File: src/rtl/btn_evt_pkg.sv
// ---------------------------------------------------------------------------
// btn_evt_pkg
// Shared definitions for the button event controller.
//   - Event type codes carried on evt_type.
//   - Per-button press/hold FSM state encoding.
//   - Small constant helper used to size the hold/repeat counters.
// ---------------------------------------------------------------------------
package btn_evt_pkg;

   localparam logic [1:0] EVT_PRESS   = 2'd0;
   localparam logic [1:0] EVT_REPEAT  = 2'd1;
   localparam logic [1:0] EVT_RELEASE = 2'd2;

   typedef enum logic [1:0] {
      ST_IDLE   = 2'd0,
      ST_HELD   = 2'd1,
      ST_REPEAT = 2'd2
   } btn_state_t;

   function automatic int max_int(input int a, input int b);
      return (a > b) ? a : b;
   endfunction

endpackage

File: src/rtl/btn_evt_fsm.sv
// ---------------------------------------------------------------------------
// btn_evt_fsm
// Press/hold/repeat tracker for a single debounced button.
// Ports:
//   clk        in   system clock
//   resetn     in   asynchronous active-low reset
//   en         in   event generation enable; low forces IDLE silently
//   level      in   debounced button level, synchronous to clk
//   emit       out  one-cycle strobe: an event is produced at this edge
//   emit_type  out  type of the event being emitted (PRESS/REPEAT/RELEASE)
// ---------------------------------------------------------------------------
module btn_evt_fsm
   import btn_evt_pkg::*;
#(
   parameter int HOLD_CYCLES   = 50000000,
   parameter int REPEAT_CYCLES = 10000000
) (
   input  logic       clk,
   input  logic       resetn,
   input  logic       en,
   input  logic       level,
   output logic       emit,
   output logic [1:0] emit_type
);

   localparam int CNTW = $clog2(max_int(HOLD_CYCLES, REPEAT_CYCLES)) + 1;
   localparam logic [CNTW-1:0] HOLD_LAST   = CNTW'(HOLD_CYCLES - 1);
   localparam logic [CNTW-1:0] REPEAT_LAST = CNTW'(REPEAT_CYCLES - 1);

   btn_state_t      state;
   btn_state_t      state_next;
   logic [CNTW-1:0] cnt;
   logic [CNTW-1:0] cnt_next;
   logic            prev;
   logic            rise;
   logic            fall;

   assign rise = level & ~prev;
   assign fall = ~level & prev;

   // State, counter and previous-level registers. prev tracks the level
   // every cycle, even while disabled, so re-enabling over a held button
   // does not look like a fresh rise.
   always_ff @(posedge clk or negedge resetn) begin
      if (!resetn) begin
         state <= ST_IDLE;
         cnt   <= '0;
         prev  <= 1'b0;
      end else begin
         state <= state_next;
         cnt   <= cnt_next;
         prev  <= level;
      end
   end

   // Next-state and counter logic. A fall is checked before counter expiry
   // so releasing on the expiry cycle yields a RELEASE and nothing else.
   // The counter restarts at every expiry, so it never wraps.
   always_comb begin
      state_next = state;
      cnt_next   = cnt;
      if (!en) begin
         state_next = ST_IDLE;
         cnt_next   = '0;
      end else begin
         case (state)
            ST_IDLE: begin
               if (rise) begin
                  state_next = ST_HELD;
                  cnt_next   = '0;
               end
            end
            ST_HELD: begin
               if (fall) begin
                  state_next = ST_IDLE;
               end else if (level) begin
                  if (cnt == HOLD_LAST) begin
                     state_next = ST_REPEAT;
                     cnt_next   = '0;
                  end else begin
                     cnt_next = cnt + 1'b1;
                  end
               end
            end
            ST_REPEAT: begin
               if (fall) begin
                  state_next = ST_IDLE;
               end else if (level) begin
                  if (cnt == REPEAT_LAST) begin
                     cnt_next = '0;
                  end else begin
                     cnt_next = cnt + 1'b1;
                  end
               end
            end
            default: begin
               state_next = ST_IDLE;
               cnt_next   = '0;
            end
         endcase
      end
   end

   // Event strobe, decoded from the same conditions as the transitions.
   always_comb begin
      emit      = 1'b0;
      emit_type = EVT_PRESS;
      if (en) begin
         case (state)
            ST_IDLE: begin
               if (rise) begin
                  emit      = 1'b1;
                  emit_type = EVT_PRESS;
               end
            end
            ST_HELD: begin
               if (fall) begin
                  emit      = 1'b1;
                  emit_type = EVT_RELEASE;
               end else if (level && (cnt == HOLD_LAST)) begin
                  emit      = 1'b1;
                  emit_type = EVT_REPEAT;
               end
            end
            ST_REPEAT: begin
               if (fall) begin
                  emit      = 1'b1;
                  emit_type = EVT_RELEASE;
               end else if (level && (cnt == REPEAT_LAST)) begin
                  emit      = 1'b1;
                  emit_type = EVT_REPEAT;
               end
            end
            default: begin
               emit      = 1'b0;
               emit_type = EVT_PRESS;
            end
         endcase
      end
   end

endmodule

File: src/rtl/button_event_ctrl.sv
// ---------------------------------------------------------------------------
// button_event_ctrl
// Converts NUM_BTN debounced button levels into PRESS / REPEAT / RELEASE
// events and delivers them over one valid/ready channel.
// Ports:
//   clk        in   system clock
//   resetn     in   asynchronous active-low reset
//   en         in   event generation enable
//   btn_level  in   debounced button levels, synchronous to clk
//   evt_valid  out  output event valid
//   evt_ready  in   consumer accepts the event
//   evt_id     out  index of the button that produced the event
//   evt_type   out  event type (0 PRESS, 1 REPEAT, 2 RELEASE)
//   ovf        out  sticky: an event was dropped
//   ovf_clr    in   clears ovf (a simultaneous drop wins)
// ---------------------------------------------------------------------------
module button_event_ctrl
   import btn_evt_pkg::*;
#(
   parameter int NUM_BTN       = 4,
   parameter int HOLD_CYCLES   = 50000000,
   parameter int REPEAT_CYCLES = 10000000,
   localparam int IDW          = (NUM_BTN > 1) ? $clog2(NUM_BTN) : 1
) (
   input  logic               clk,
   input  logic               resetn,
   input  logic               en,
   input  logic [NUM_BTN-1:0] btn_level,
   output logic               evt_valid,
   input  logic               evt_ready,
   output logic [IDW-1:0]     evt_id,
   output logic [1:0]         evt_type,
   output logic               ovf,
   input  logic               ovf_clr
);

   localparam logic [IDW-1:0] LAST_IDX = IDW'(NUM_BTN - 1);

   logic [NUM_BTN-1:0] emit;
   logic [1:0]         emit_type [NUM_BTN];
   logic [NUM_BTN-1:0] pend_v;
   logic [1:0]         pend_type [NUM_BTN];
   logic [NUM_BTN-1:0] grant_vec;
   logic [NUM_BTN-1:0] drop_vec;
   logic [IDW-1:0]     rr_ptr;
   logic [IDW-1:0]     grant_idx;
   logic               grant_any;
   logic               load;

   assign load     = ~evt_valid | evt_ready;
   assign drop_vec = emit & pend_v & ~grant_vec;

   for (genvar g = 0; g < NUM_BTN; g++) begin : g_btn
      btn_evt_fsm #(
         .HOLD_CYCLES   (HOLD_CYCLES),
         .REPEAT_CYCLES (REPEAT_CYCLES)
      ) u_fsm (
         .clk       (clk),
         .resetn    (resetn),
         .en        (en),
         .level     (btn_level[g]),
         .emit      (emit[g]),
         .emit_type (emit_type[g])
      );

      // One-slot pending buffer. A grant frees the slot in the same cycle,
      // so an emit coinciding with its own grant is stored, not dropped.
      always_ff @(posedge clk or negedge resetn) begin
         if (!resetn) begin
            pend_v[g]    <= 1'b0;
            pend_type[g] <= EVT_PRESS;
         end else if (emit[g] && (!pend_v[g] || grant_vec[g])) begin
            pend_v[g]    <= 1'b1;
            pend_type[g] <= emit_type[g];
         end else if (grant_vec[g]) begin
            pend_v[g]    <= 1'b0;
         end
      end
   end

   // Round-robin search: first pending slot at or after rr_ptr, wrapping.
   always_comb begin
      int             cand;
      logic [IDW-1:0] cand_idx;
      cand      = 0;
      cand_idx  = '0;
      grant_any = 1'b0;
      grant_idx = '0;
      grant_vec = '0;
      if (load) begin
         for (int k = 0; k < NUM_BTN; k++) begin
            cand     = (int'(rr_ptr) + k) % NUM_BTN;
            cand_idx = IDW'(cand);
            if (!grant_any && pend_v[cand_idx]) begin
               grant_any = 1'b1;
               grant_idx = cand_idx;
            end
         end
      end
      if (grant_any) begin
         grant_vec[grant_idx] = 1'b1;
      end
   end

   // Output register. id/type only change on a grant, so they stay stable
   // under backpressure and keep the last value once the channel idles.
   always_ff @(posedge clk or negedge resetn) begin
      if (!resetn) begin
         evt_valid <= 1'b0;
         evt_id    <= '0;
         evt_type  <= EVT_PRESS;
         rr_ptr    <= '0;
      end else if (load) begin
         if (grant_any) begin
            evt_valid <= 1'b1;
            evt_id    <= grant_idx;
            evt_type  <= pend_type[grant_idx];
            rr_ptr    <= (grant_idx == LAST_IDX) ? '0 : grant_idx + 1'b1;
         end else begin
            evt_valid <= 1'b0;
         end
      end
   end

   // Sticky overflow flag; a drop in the clearing cycle keeps it set.
   always_ff @(posedge clk or negedge resetn) begin
      if (!resetn) begin
         ovf <= 1'b0;
      end else if (|drop_vec) begin
         ovf <= 1'b1;
      end else if (ovf_clr) begin
         ovf <= 1'b0;
      end
   end

endmodule

File: config.mk
export PLATFORM = sky130hd
export DESIGN_NAME = button_event_ctrl
export DESIGN_NICKNAME = d
export VERILOG_FILES = /design/src/rtl/btn_evt_pkg.sv /design/src/rtl/btn_evt_fsm.sv /design/src/rtl/button_event_ctrl.sv
export SDC_FILE = /design/constraint.sdc
export NUM_CORES = 1
export LEC_CHECK = 0
export BUFFER_PORTS_ARGS = -buffer_cell sky130_fd_sc_hd__buf_2
export CAP_MARGIN = 15
export CORE_MARGIN = 2
export CORE_UTILIZATION = 40
export DETAILED_ROUTE_END_ITERATION = 8
export HOLD_SLACK_MARGIN = 0.08
export MAX_ROUTING_LAYER = met4
export SYNTH_ARGS = -nofsm -noshare
export SYNTH_HDL_FRONTEND = slang
export SYNTH_SLANG_ARGS = --single-unit
File: constraint.sdc
create_clock -name clk -period 3.3 [get_ports clk]
set_input_delay 0.33 -clock clk [delete_from_list [all_inputs] [get_ports clk]]
set_output_delay 0.33 -clock clk [all_outputs]
set_load 0.005 [all_outputs]
After elaboration in Yosys (flattened, before gate mapping)
Cells that the tools add are included.
{ "totals": {"regBits": 140, "input_bits": 9, "output_inout_bits": 6, "elab_cells": 312} }
{ "op_classes": {"addsub": 8, "n_lt_le_gt_ge": 7, "eq_ne": 49, "n_mux": 155, "n_bitwise": 22, "n_reduce_logical": 46} }
{ "ops": {"columns": ["op", "count"], "rows": [
  ["27-bit 2-to-1 mux", 32],
  ["27-bit case mux with 3 select lines", 4],
  ["27-bit by 1-bit adder with 27-bit output, second input constant", 4],
  ["27-bit by 24-bit == test with 1-bit output, second input constant", 4],
  ["27-bit by 26-bit == test with 1-bit output, second input constant", 4],
  ["2-bit 2-to-1 mux", 44],
  ["1-bit 2-to-1 mux", 56],
  ["3-bit != test, second input constant", 16],
  ["3-bit by 2-bit != test with 1-bit output, second input constant", 8],
  ["2-bit case mux with 3 select lines", 4],
  ["5-bit AND reduction", 4],
  ["1-bit logical AND", 16],
  ["4-bit by 2-bit != test with 1-bit output, second input constant", 4],
  ["4-bit by 3-bit != test with 1-bit output, second input constant", 4],
  ["2-bit case mux with 2 select lines", 4],
  ["4-bit AND reduction", 4],
  ["2-bit by 3-bit less-than comparator with 1-bit output, second input constant", 5],
  ["1-bit case mux with 3 select lines", 4],
  ["2-bit == test, second input constant", 5],
  ["2-bit nonzero test", 5],
  ["1-bit inverter", 9],
  ["1-bit bitwise AND", 8],
  ["4-bit bitwise AND", 2],
  ["1-bit binary-select mux with 2-bit select", 4],
  ["other kinds (16)", 33]
]} }

Longest topological paths before layout
Gate-level depths: netlist (run 1).
{ "logic_depth": {"depth_word": 25, "mapped_depth": 13, "mapped_depth_nobuf": 11} }

By module
From an unflattened synthesis (run 1), not the netlist that was laid out.
{ "hier_totals": {"hier_cells": 985, "hier_area_um2": 8993.6} }
{ "by_module_without_submodules": {"columns": ["module", "n_inst", "cells_per_inst", "area_each_um2", "seq_area_each_um2"], "rows": [
  ["btn_evt_fsm at g_btn[0].u_fsm ...", 3, 217, 1979.4, 750.7],
  ["btn_evt_fsm at g_btn[3].u_fsm", 1, 233, 1973.1, 750.7],
  ["button_event_ctrl", 1, 101, 1082.3, 500.5]
]} }

Worst setup path before layout (run 1)
No wires, ideal clock.
{ "synth_timing": {"path_kind": "flip-flop to flip-flop", "startpoint": "reg pend_v[0]", "endpoint": "reg pend_type[4] (netlist bit)", "arrival_ns": 2.350, "required_time_ns": 3.175, "path_slack_ns": 0.825, "stages_incl_launch_ff": 10, "path_buffers": 2, "period_less_slack_ns": 2.475, "cell_sequence": "dfrtp_1 clkbuf_1 o41ai_2 or3_1 buf_2 inv_1 ha_1 a21oi_1 nor2_1 mux2_2"} }
{ "synth_via": {"elab_chain_cells": 23, "word_cells_on_any_way": 35, "classes_between": "2 x order compare; 24 x mux; 9 x reduce/logical"} }
{ "synth_lines": {"columns": ["item", "line_no", "source"], "rows": [
  ["start: declaration", "button_event_ctrl.sv:41", "logic [NUM_BTN-1:0] pend_v;"],
  ["start signal: indexed assignment", "button_event_ctrl.sv:70", "pend_v[g] <= 1'b0;"],
  ["start signal: indexed assignment", "button_event_ctrl.sv:73", "pend_v[g] <= 1'b1;"],
  ["start signal: indexed assignment", "button_event_ctrl.sv:76", "pend_v[g] <= 1'b0;"],
  ["1-bit binary-select mux with 2-bit select", "button_event_ctrl.sv:94", "if (!grant_any && pend_v[cand_idx]) begin"],
  ["1-bit 2-to-1 mux (not written as such)", "button_event_ctrl.sv:94", null],
  ["1-bit 2-to-1 mux", "button_event_ctrl.sv:94", null],
  ["1-bit 2-to-1 mux", "button_event_ctrl.sv:90", "if (load) begin"],
  ["1-bit logical NOT", "button_event_ctrl.sv:94", null],
  ["1-bit logical AND", "button_event_ctrl.sv:94", null],
  ["1-bit 2-to-1 mux", "button_event_ctrl.sv:94", null],
  ["1-bit 2-to-1 mux", "button_event_ctrl.sv:90", null],
  ["(+8 left out)", null, null],
  ["named net grant_idx[0]", "button_event_ctrl.sv:46", "logic [IDW-1:0] grant_idx;"],
  ["2-bit by 3-bit less-than comparator with 1-bit output (not written as such) / 2-bit by 1-bit >= comparator with 1-bit output (equally long branches)", "button_event_ctrl.sv:101", "grant_vec[grant_idx] = 1'b1;"],
  ["1-bit logical AND (not written as such)", "button_event_ctrl.sv:101", null],
  ["1-bit 2-to-1 mux (not written as such)", "button_event_ctrl.sv:101", null],
  ["1-bit demux with 2-bit select (*)", "button_event_ctrl.sv:101", null],
  ["4-bit 2-to-1 mux (*)", "button_event_ctrl.sv:100", "if (grant_any) begin"],
  ["1-bit logical OR (*)", "button_event_ctrl.sv:72", "end else if (emit[g] && (!pend_v[g] || grant_vec[g])) begin"],
  ["1-bit logical AND (*)", "button_event_ctrl.sv:72", null],
  ["end signal: indexed assignment", "button_event_ctrl.sv:74", "pend_type[g] <= emit_type[g];"],
  ["end: declaration", "button_event_ctrl.sv:42", "logic [1:0] pend_type [NUM_BTN];"]
]} }
The timed path passes the listed nets; every way through them passes the cells marked *. The select of a mux whose other input is x is not followed.
A chain may end at the register's enable or synchronous reset.

Worst setup path after layout (run 1)
{ "layout_timing": {"startpoint": "reg g_btn[2].u_fsm.state[0]", "endpoint": "reg g_btn[2].u_fsm.cnt[23]"} }
{ "layout_via": {"elab_chain_cells": 3, "word_cells_on_any_way": 11, "classes_between": "7 x eq/ne; 2 x mux; 2 x reduce/logical"} }
{ "layout_lines": {"columns": ["item", "line_no", "source"], "rows": [
  ["start: declaration", "btn_evt_fsm.sv:30", "btn_state_t state;"],
  ["start signal: assignment", "btn_evt_fsm.sv:50", "state <= state_next;"],
  ["2-bit == test, or another cell as far along", "btn_evt_fsm.sv:66", "case (state)"],
  ["3-bit != test (no line), or another cell as far along", null, null],
  ["5-bit AND reduction (no line) / 27-bit 2-to-1 mux (equally long branches)", null, null],
  ["end signal: assignment", "btn_evt_fsm.sv:51", "cnt <= cnt_next;"],
  ["end: declaration", "btn_evt_fsm.sv:32", "logic [CNTW-1:0] cnt;"]
]} }
Several ways; a longest one is shown, not always the timed one.

==> key figures, run 1 <==
Placed design
  – Detailed placer's ending HPWL: 13500 um
  – Placed Area: 8850 um2
  – Placer Congestion: 0.816
  – Buffers added on ports: 14

STA
  – Clock Skew: 11.8 ps
  – Fin crit period: 2770 ps
  – Fin. Hold Viols: 0
  – Slew HR: 0.293
  – Worst Tran Pin Value: 1030 ps
  – Setup TNS Final: 0 ps
  – Fmax: 0.361 GHz
  – Final setup vio count: 0
  – Part of the cycle the worst path needs: 0.840
  – RSZ-0062 raised after global routing: no
  – Slew Limit Fails: 0

Clock tree
  – Root Driver: clkbuf_16
  – CTS tree: done
  – CTS buffer count: 17
  – Num Clock Sinks: 140
  – Clock Latency Late Sink: 420 ps
  – # H-tree levels: 4
  – Clk slew on worst S/H paths: 60 ps
  – Number of gates resized after cts: 0
  – Clk buf depth: 2

Global route
  – First-pass GRT wire length: 33300 um
  – Initial antenna violation count: 0
  – Largest net degree at the start of global routing: 75
  – Number of global-route vias before repair: 6519
  – GRT Total Usage: 0.190
  – GR Overflow Total: 0

Final layout
  – Share of cells above drive strength 1: 0.0802
  – Post-Layout Inst Area: 9480 um2
  – Most common cell after layout, fill and taps aside: dfrtp_1
  – Layout area overhead: 12.1%
  – Fin nets: 1009
  – Commonest cells after routing, fill and taps aside: 140 x dfrtp_1, 121 x nor2_1, 96 x nand2_1
  – Antenna diodes: 0

Power and ir drop
  – Max IR drop VDD: 0.330 mV
  – Combinational power share: 0.201
  – Clock network fraction of total power: 0.409
  – NetSw: 1580 uW
  – Leak Pwr: 0.00388 uW
  – Switching Share: 0.318
  – Power Density: 523 nW/um2
  – Internal power consumption: 3380 uW
  – Sequential power share: 0.390

Floorplan
  – FP Rows: 53
  – Initial core utilization: 0.405
  – Die width: 149 um
  – Die H: 149 um
  – Core ar.: 20900 um2
  – # IOs: 15
  – Die area: 22300 um2

Detailed routing
  – Final wirelength: 19300 um
  – First drt pass iteration count: 5
  – Routed via count: 6942
  – Via density: 5.51
  – Wirelength per Cell: 15.3 um
  – Initial drt markers: 471
  – DRC: 0
  – Final ANT Viol Nets: 0

Flow run
  – Max-cap viol count: 0

Synthesis
  – Post-synth EDFFs: 0
  – Flops & latches, synth: 140
  – Yosys cell types: 72
  – Syn nets: 993
  – Synth Flop Type: dfrtp_1
  – Register area share after synthesis: 0.414
  – Avg Cell Area, Syn: 8.85 um2
  – Post-synthesis async set-or-reset flop share: 1.00
  – Mapped Area: 8460 um2
  – Yosys synthesis warning count: 0
  – Post-Syn Instances: 956

Outcome
  – Outcome: completed

Min path
  – Worst Hold Class: input port to register

Critical path
  – Crit Path Class: register to register
  – CP required: 3580 ps
  – Worst Path Arrival: 3050 ps
  – Crit start category: register
  – Crit-path max FO: 7
  – Crit path capture type: register
[metal layers]
layer	up-vias	global-route usage	share of wire
li1	3500	-	-
met5	-	-	0
met1	3329	0.266	0.50
met4	0	0.0448	0.011
met2	100	0.284	0.46
met3	13	0.0378	0.031
[state kept, by name (all words and copies together) (netlist names)]
| register | cells |
|---|---|
| pend_type | 8 |
| g_btn.u_fsm.state | 8 |
| evt_type | 2 |
| g_btn.u_fsm.prev | 4 |
| rr_ptr | 2 |
| g_btn.u_fsm.cnt | 108 |
| pend_v | 4 |
| evt_id | 2 |
| ovf | 1 |
| evt_valid | 1 |
[cells by family (layout without fill, tap and decap cells)]
family | count (synthesis) | in the layout | synth area share
AO/OA/AOI/OAI | 179 | 179 | 0.142
XOR/XNOR | 57 | 57 | 0.0590
adder cells (fa/ha/maj) | 28 | 28 | 0.0414
buffers and inverters | 67 | 96 | 0.0317
flip-flops | 140 | 140 | 0.414
multiplexers | 15 | 15 | 0.0194
AND/OR/NAND/NOR | 470 | 470 | 0.292
[worst paths after layout]
kind | start | endpoint | slack, ps | depth (start not counted)
max in group asynchronous | resetn | g_btn[3].u_fsm.cnt[3] | 1990 | 3
worst max-delay path | g_btn[2].u_fsm.state[0] | g_btn[2].u_fsm.cnt[23] | 530 | 8
worst min register to register | pend_type[6] | pend_type[6] | 520 | 1
min in group asynchronous | resetn | g_btn[1].u_fsm.cnt[18] | 480 | 2
worst min-delay path | btn_level[3] | g_btn[3].u_fsm.prev | 110 | 1
worst max register to register | g_btn[2].u_fsm.state[0] | g_btn[2].u_fsm.cnt[23] | 530 | 8
[power by group through the flow]
stage                     clock network, uW  logic [uW]  registers, uW
final                                  2030         995           1940
after global routing                   2170        1150           1950
after CTS                              2080        1010           1940
after detailed placement                  0         999           1970
after global placement                    0         996           1970
after floorplan                           0         783           1900
[repair_timing]
item / 4_1_cts / 5_1_grt
hold endpoints to repair: 70 / 0
hold buffers: 1 / 0
setup buffers: 0 / 0
[synth_stat cells (8+ instances only)]
master / instances / area share
nor2b_1: 11 / 0.0081
nor4bb_1: 10 / 0.012
ha_1: 28 / 0.041
nor2_1: 121 / 0.054
a21oi_1: 33 / 0.020
inv_1: 33 / 0.015
nand3_1: 54 / 0.032
xnor2_1: 30 / 0.031
nor3_1: 28 / 0.017
clkbuf_1: 28 / 0.012
a22o_1: 15 / 0.016
and3_1: 21 / 0.016
nor3b_1: 9 / 0.0080
xor2_1: 27 / 0.028
nor4b_1: 8 / 0.0083
dfrtp_1: 140 / 0.41
nand4_1: 37 / 0.027
nand2b_1: 14 / 0.010
and2_1: 12 / 0.0089
nand2_1: 96 / 0.043
and4_1: 14 / 0.014
o21ai_0: 55 / 0.033
o22ai_1: 8 / 0.0059
[stage by stage]
stage	util	std cells	worst slack [ps]	hold WS [ps]	total power [uW]
3_5_place_dp	0.424	1227	552	424	2960
5_1_grt	0.454	1260	234	87.5	5270
4_1_cts	0.454	1260	529	86.4	5020
3_3_place_gp	0.424	1227	605	425	2960
6_report	0.454	1260	529	109	4960
2_1_floorplan	-	956	825	34.4	2680
[cell type report]
cell class / count / area (um2)
Sequential cell: 140 / 3500
Multi-Input combinational cell: 749 / 4690
Timing Repair Buffer: 30 / 199
Inverter: 34 / 128
Fill cell: 2040 / 11400
Clock inverter: 14 / 180
Tap cell: 275 / 344
Clock buffer: 18 / 439
[critical path: stages, from the launching register on]
cell,delay [ps]
dfrtp_1,410
inv_1,100
ha_1,280
nor2_1,190
o2bb2ai_1,240
a2111oi_0,980
nand4_1,210
xor2_1,170
nor2_1,50
No activity file was read; power rests on OpenSTA's default activity.
==> run 2, diff against run 1 <==
ABC_AREA = 1   (was default)
clock period = 2.9 ns   (was 3.3 ns; I/O delays follow)
==> run 2 against run 1 <==
Effect of this change:
- final cell count is 38% higher
- clock-buffer cell count is 2 higher
- critical path depth increased by 7
- combinational power rose to 2.7 times the previous value
- clock skew fell by 1.5 ps
- worst setup slack got worse by 220 ps
- largest cell class unchanged
- highest routed layer unchanged
==> key figures, run 2 <==
Outcome
  – Outcome: completed

Final layout
  – Commonest cells after routing, fill and taps aside: 337 x nand2_1, 211 x nor2_1, 186 x inv_1
  – Most flop-heavy register: g_btn.u_fsm.cnt
  – Fin nets: 1450 (+44%)
  – Fin cells: 1745 (+38%)
  – Final design utilization: 0.454 (about the same)
  – Storage element area: 3500 um2 (unchanged)
  – Max reg flops: 108 (unchanged)
  – Largest regs: g_btn.u_fsm.cnt: 108 flops, g_btn.u_fsm.state: 8 flops, pend_type: 8 flops
  – Multi-input logic area: 5210 um2 (+11%)
  – Fillers: 2412 (+18%)
  – Most common cell after layout, fill and taps aside: nand2_1
  – Layout area overhead: 11.0%
  – Antenna diodes: 0 (unchanged)
  – Share of cells above drive strength 1: 0.0905 (+0.0103)

Floorplan
  – Core ar.: 23500 um2 (+13%)
  – Die H: 159 um (+6.6%)
  – Die area: 25300 um2 (+14%)
  – # IOs: 15 (unchanged)
  – Initial core utilization: 0.409 (+0.00442)
  – Die width: 159 um (+6.6%)
  – FP Rows: 56 (+5.7%)

Clock tree
  – Clk buf depth: 2 (unchanged)
  – CTS buffer count: 17 (unchanged)
  – Num Clock Sinks: 140 (unchanged)
  – CTS tree: done
  – # H-tree levels: 4 (unchanged)
  – Root Driver: clkbuf_16
  – Clk slew on worst S/H paths: 60 ps (about the same)
  – Post-CTS setup repair buffer count: 0 (unchanged)
  – Clock Latency Late Sink: 420 ps (about the same)

STA
  – Worst Tran Pin Value: 677 ps (-356 ps)
  – Slew HR: 0.549 (+0.255)
  – Final setup vio count: 0 (unchanged)
  – Hold slack final: 204 ps (+95.9 ps)
  – Fmax: 0.386 GHz (+6.9%)
  – Setup TNS Final: 0 ps (unchanged)
  – Fin crit period: 2590 ps (-179 ps)
  – Part of the cycle the worst path needs: 0.894 (+0.0539)
  – Slew Limit Fails: 0 (unchanged)
  – RSZ-0062 raised after global routing: no
  – Fin. Hold Viols: 0 (unchanged)
  – Clock Skew: 10.3 ps (-1.54 ps)

Synthesis
  – Register area share after synthesis: 0.364 (-0.0507)
  – Mapped Area: 9640 um2 (+14%)
  – Synth area leaders: dfrtp_1 36%, nand2_1 13%, nor2_1 8.2%, inv_1 7.2%, nand3_1 6.1%
  – Avg Cell Area, Syn: 6.92 um2 (-22%)
  – Yosys synthesis warning count: 0 (unchanged)
  – Commonest cells post-synth: 337 x nand2_1, 211 x nor2_1, 186 x inv_1
  – Post-synth EDFFs: 0 (unchanged)
  – Post-synthesis async set-or-reset flop share: 1.00 (unchanged)
  – Post-Syn Instances: 1393 (+46%)
  – Top-count cell post-synth: nand2_1
  – Yosys top cell area share: 0.364 (-0.0507)
  – Flops & latches, synth: 140 (unchanged)
  – Syn nets: 1430 (+44%)
  – Synth Flop Type: dfrtp_1
  – Yosys top cell by area: dfrtp_1
  – Yosys cell types: 50 (-31%)

Critical path
  – Crit Path Class: register to register
  – Slowest cell on the critical path: dfrtp_1
  – Worst Path Arrival: 2910 ps (-140 ps)
  – CP cell instances: inv_6 -> nand2_1 -> nand3_1 -> nand2_1 -> nor2_4 -> nand3_2 -> nand2_2 -> inv_2 -> nand2_4 -> ha_1 -> nand3_1 -> nand2_1 -> nand3_1 -> a21oi_1 -> nor2_1
  – Crit-path max cell delay: 490 ps (-490 ps)
  – Crit start category: register
  – Crit path capture type: register
  – CP required: 3210 ps (-370 ps)
  – Crit-path max FO: 11 (+4)

Min path
  – Worst Hold Class: input port to register

Global route
  – Number of global-route vias before repair: 8091 (+24%)
  – First-pass GRT wire length: 39300 um (+18%)
  – Largest net degree at the start of global routing: 75 (unchanged)
  – Initial antenna violation count: 0 (unchanged)
  – GRT Total Usage: 0.190 (+0.000390)
  – GR Overflow Total: 0 (unchanged)

Power and ir drop
  – PnR Total Power: 7230 uW (+46%)
  – Leak Pwr: 0.00482 uW (+24%)
  – Max IR drop VDD: 0.406 mV (+23%)
  – Power Density: 676 nW/um2 (+29%)

Detailed routing
  – Via density: 5.00 (-9.3%)
  – DRC: 0 (unchanged)
  – Routed via count: 8719 (+26%)
  – Final wirelength: 22800 um (+18%)
  – Wirelength per Cell: 13.1 um (-14%)
  – First drt pass iteration count: 5 (unchanged)
  – Final ANT Viol Nets: 0 (unchanged)
  – Initial drt markers: 671 (+42%)

Placed design
  – Placer Congestion: 0.893 (+9.4%)
  – Detailed placer's ending HPWL: 17000 um (+26%)
  – Placed insts: 1708 (+39%)
  – Buffers added on ports: 14 (unchanged)

Flow run
  – Max-cap viol count: 0 (unchanged)
==> run 2: changes by cell type after synthesis, moves of 21 or more <==
| cell | before | now |
|---|---|---|
| inv_1 | 33 | 186 |
| nand2_1 | 96 | 337 |
| nand3_1 | 54 | 118 |
| nor2_1 | 121 | 211 |
| and3_1 | 21 | 0 |
| clkbuf_1 | 28 | 7 |
| xnor2_1 | 30 | 7 |
==> run 2: final timing paths <==
check,slack [ps],start,end,cells past startpoint
worst max-delay path,310,rr_ptr[0],pend_type[2],15
worst min-delay path,200,evt_ready,evt_valid,4
worst max register to register,310,rr_ptr[0],pend_type[2],15
worst min register to register,480,evt_id[1],evt_id[1],2
max in group asynchronous,1670,resetn,g_btn[3].u_fsm.cnt[7],3
min in group asynchronous,440,resetn,g_btn[1].u_fsm.cnt[20],2
==> run 2: cell type report <==
cell class,count,area share
flip-flops and latches,140,0.328
clock inverters,12,0.0150
repair buffers,28,0.0181
well taps,319,0.0373
multi-input cells,1023,0.487
clock buffers,20,0.0427
inverters,203,0.0722
==> run 2: power breakdown <==
| part | switching (uW) | internal, uW | leakage, uW |
|---|---|---|---|
| combinational | 1860 | 775 | 0.00261 |
| clock | 893 | 1410 | 0.000301 |
| sequential | 155 | 2130 | 0.00191 |
==> run 2: per-layer routing <==
layer  wire [um]  global-route usage
met4         254              0.0446
met5           0                   -
met1       11700               0.273
met2        9890               0.285
met3         949              0.0260
==> run 2: per-stage QoR <==
step / setup slack (ps) / cell area (um2)
CTS: 326 / 10700
floorplan: 883 / 9640
global placement: 449 / 10000
detailed placement: 335 / 10000
global route: 6.19 / 10700
finish: 309 / 10700
==> run 2: cell families (layout without fill, tap and decap cells) <==
kind of cell | after synthesis | count (layout) | share of synthesized area
compound gates | 129 | 129 | 0.0793
simple gates | 819 | 819 | 0.382
xor+xnor | 46 | 46 | 0.0418
buf+inv | 230 | 263 | 0.0959
mux | 1 | 1 | 0.00104
flops | 140 | 140 | 0.364
fa+ha+maj | 28 | 28 | 0.0364
==> run 2: what timing repair did <==
item | CTS | global route
hold buffers | 5 | 0
resized for setup | 0 | 0
hold endpoints to repair | 74 | 0
endpoints found under the setup margin | 0 | 0
==> run 2: critical path, delay by kind of cell, from the launching register on <==
| kind | cells | cell delay [ps] |
|---|---|---|
| adder cells (fa/ha/maj) | 1 | 150 |
| flip-flops | 1 | 490 |
| buffers and inverters | 2 | 270 |
| AO/OA/AOI/OAI | 1 | 190 |
| AND/OR/NAND/NOR | 11 | 1370 |
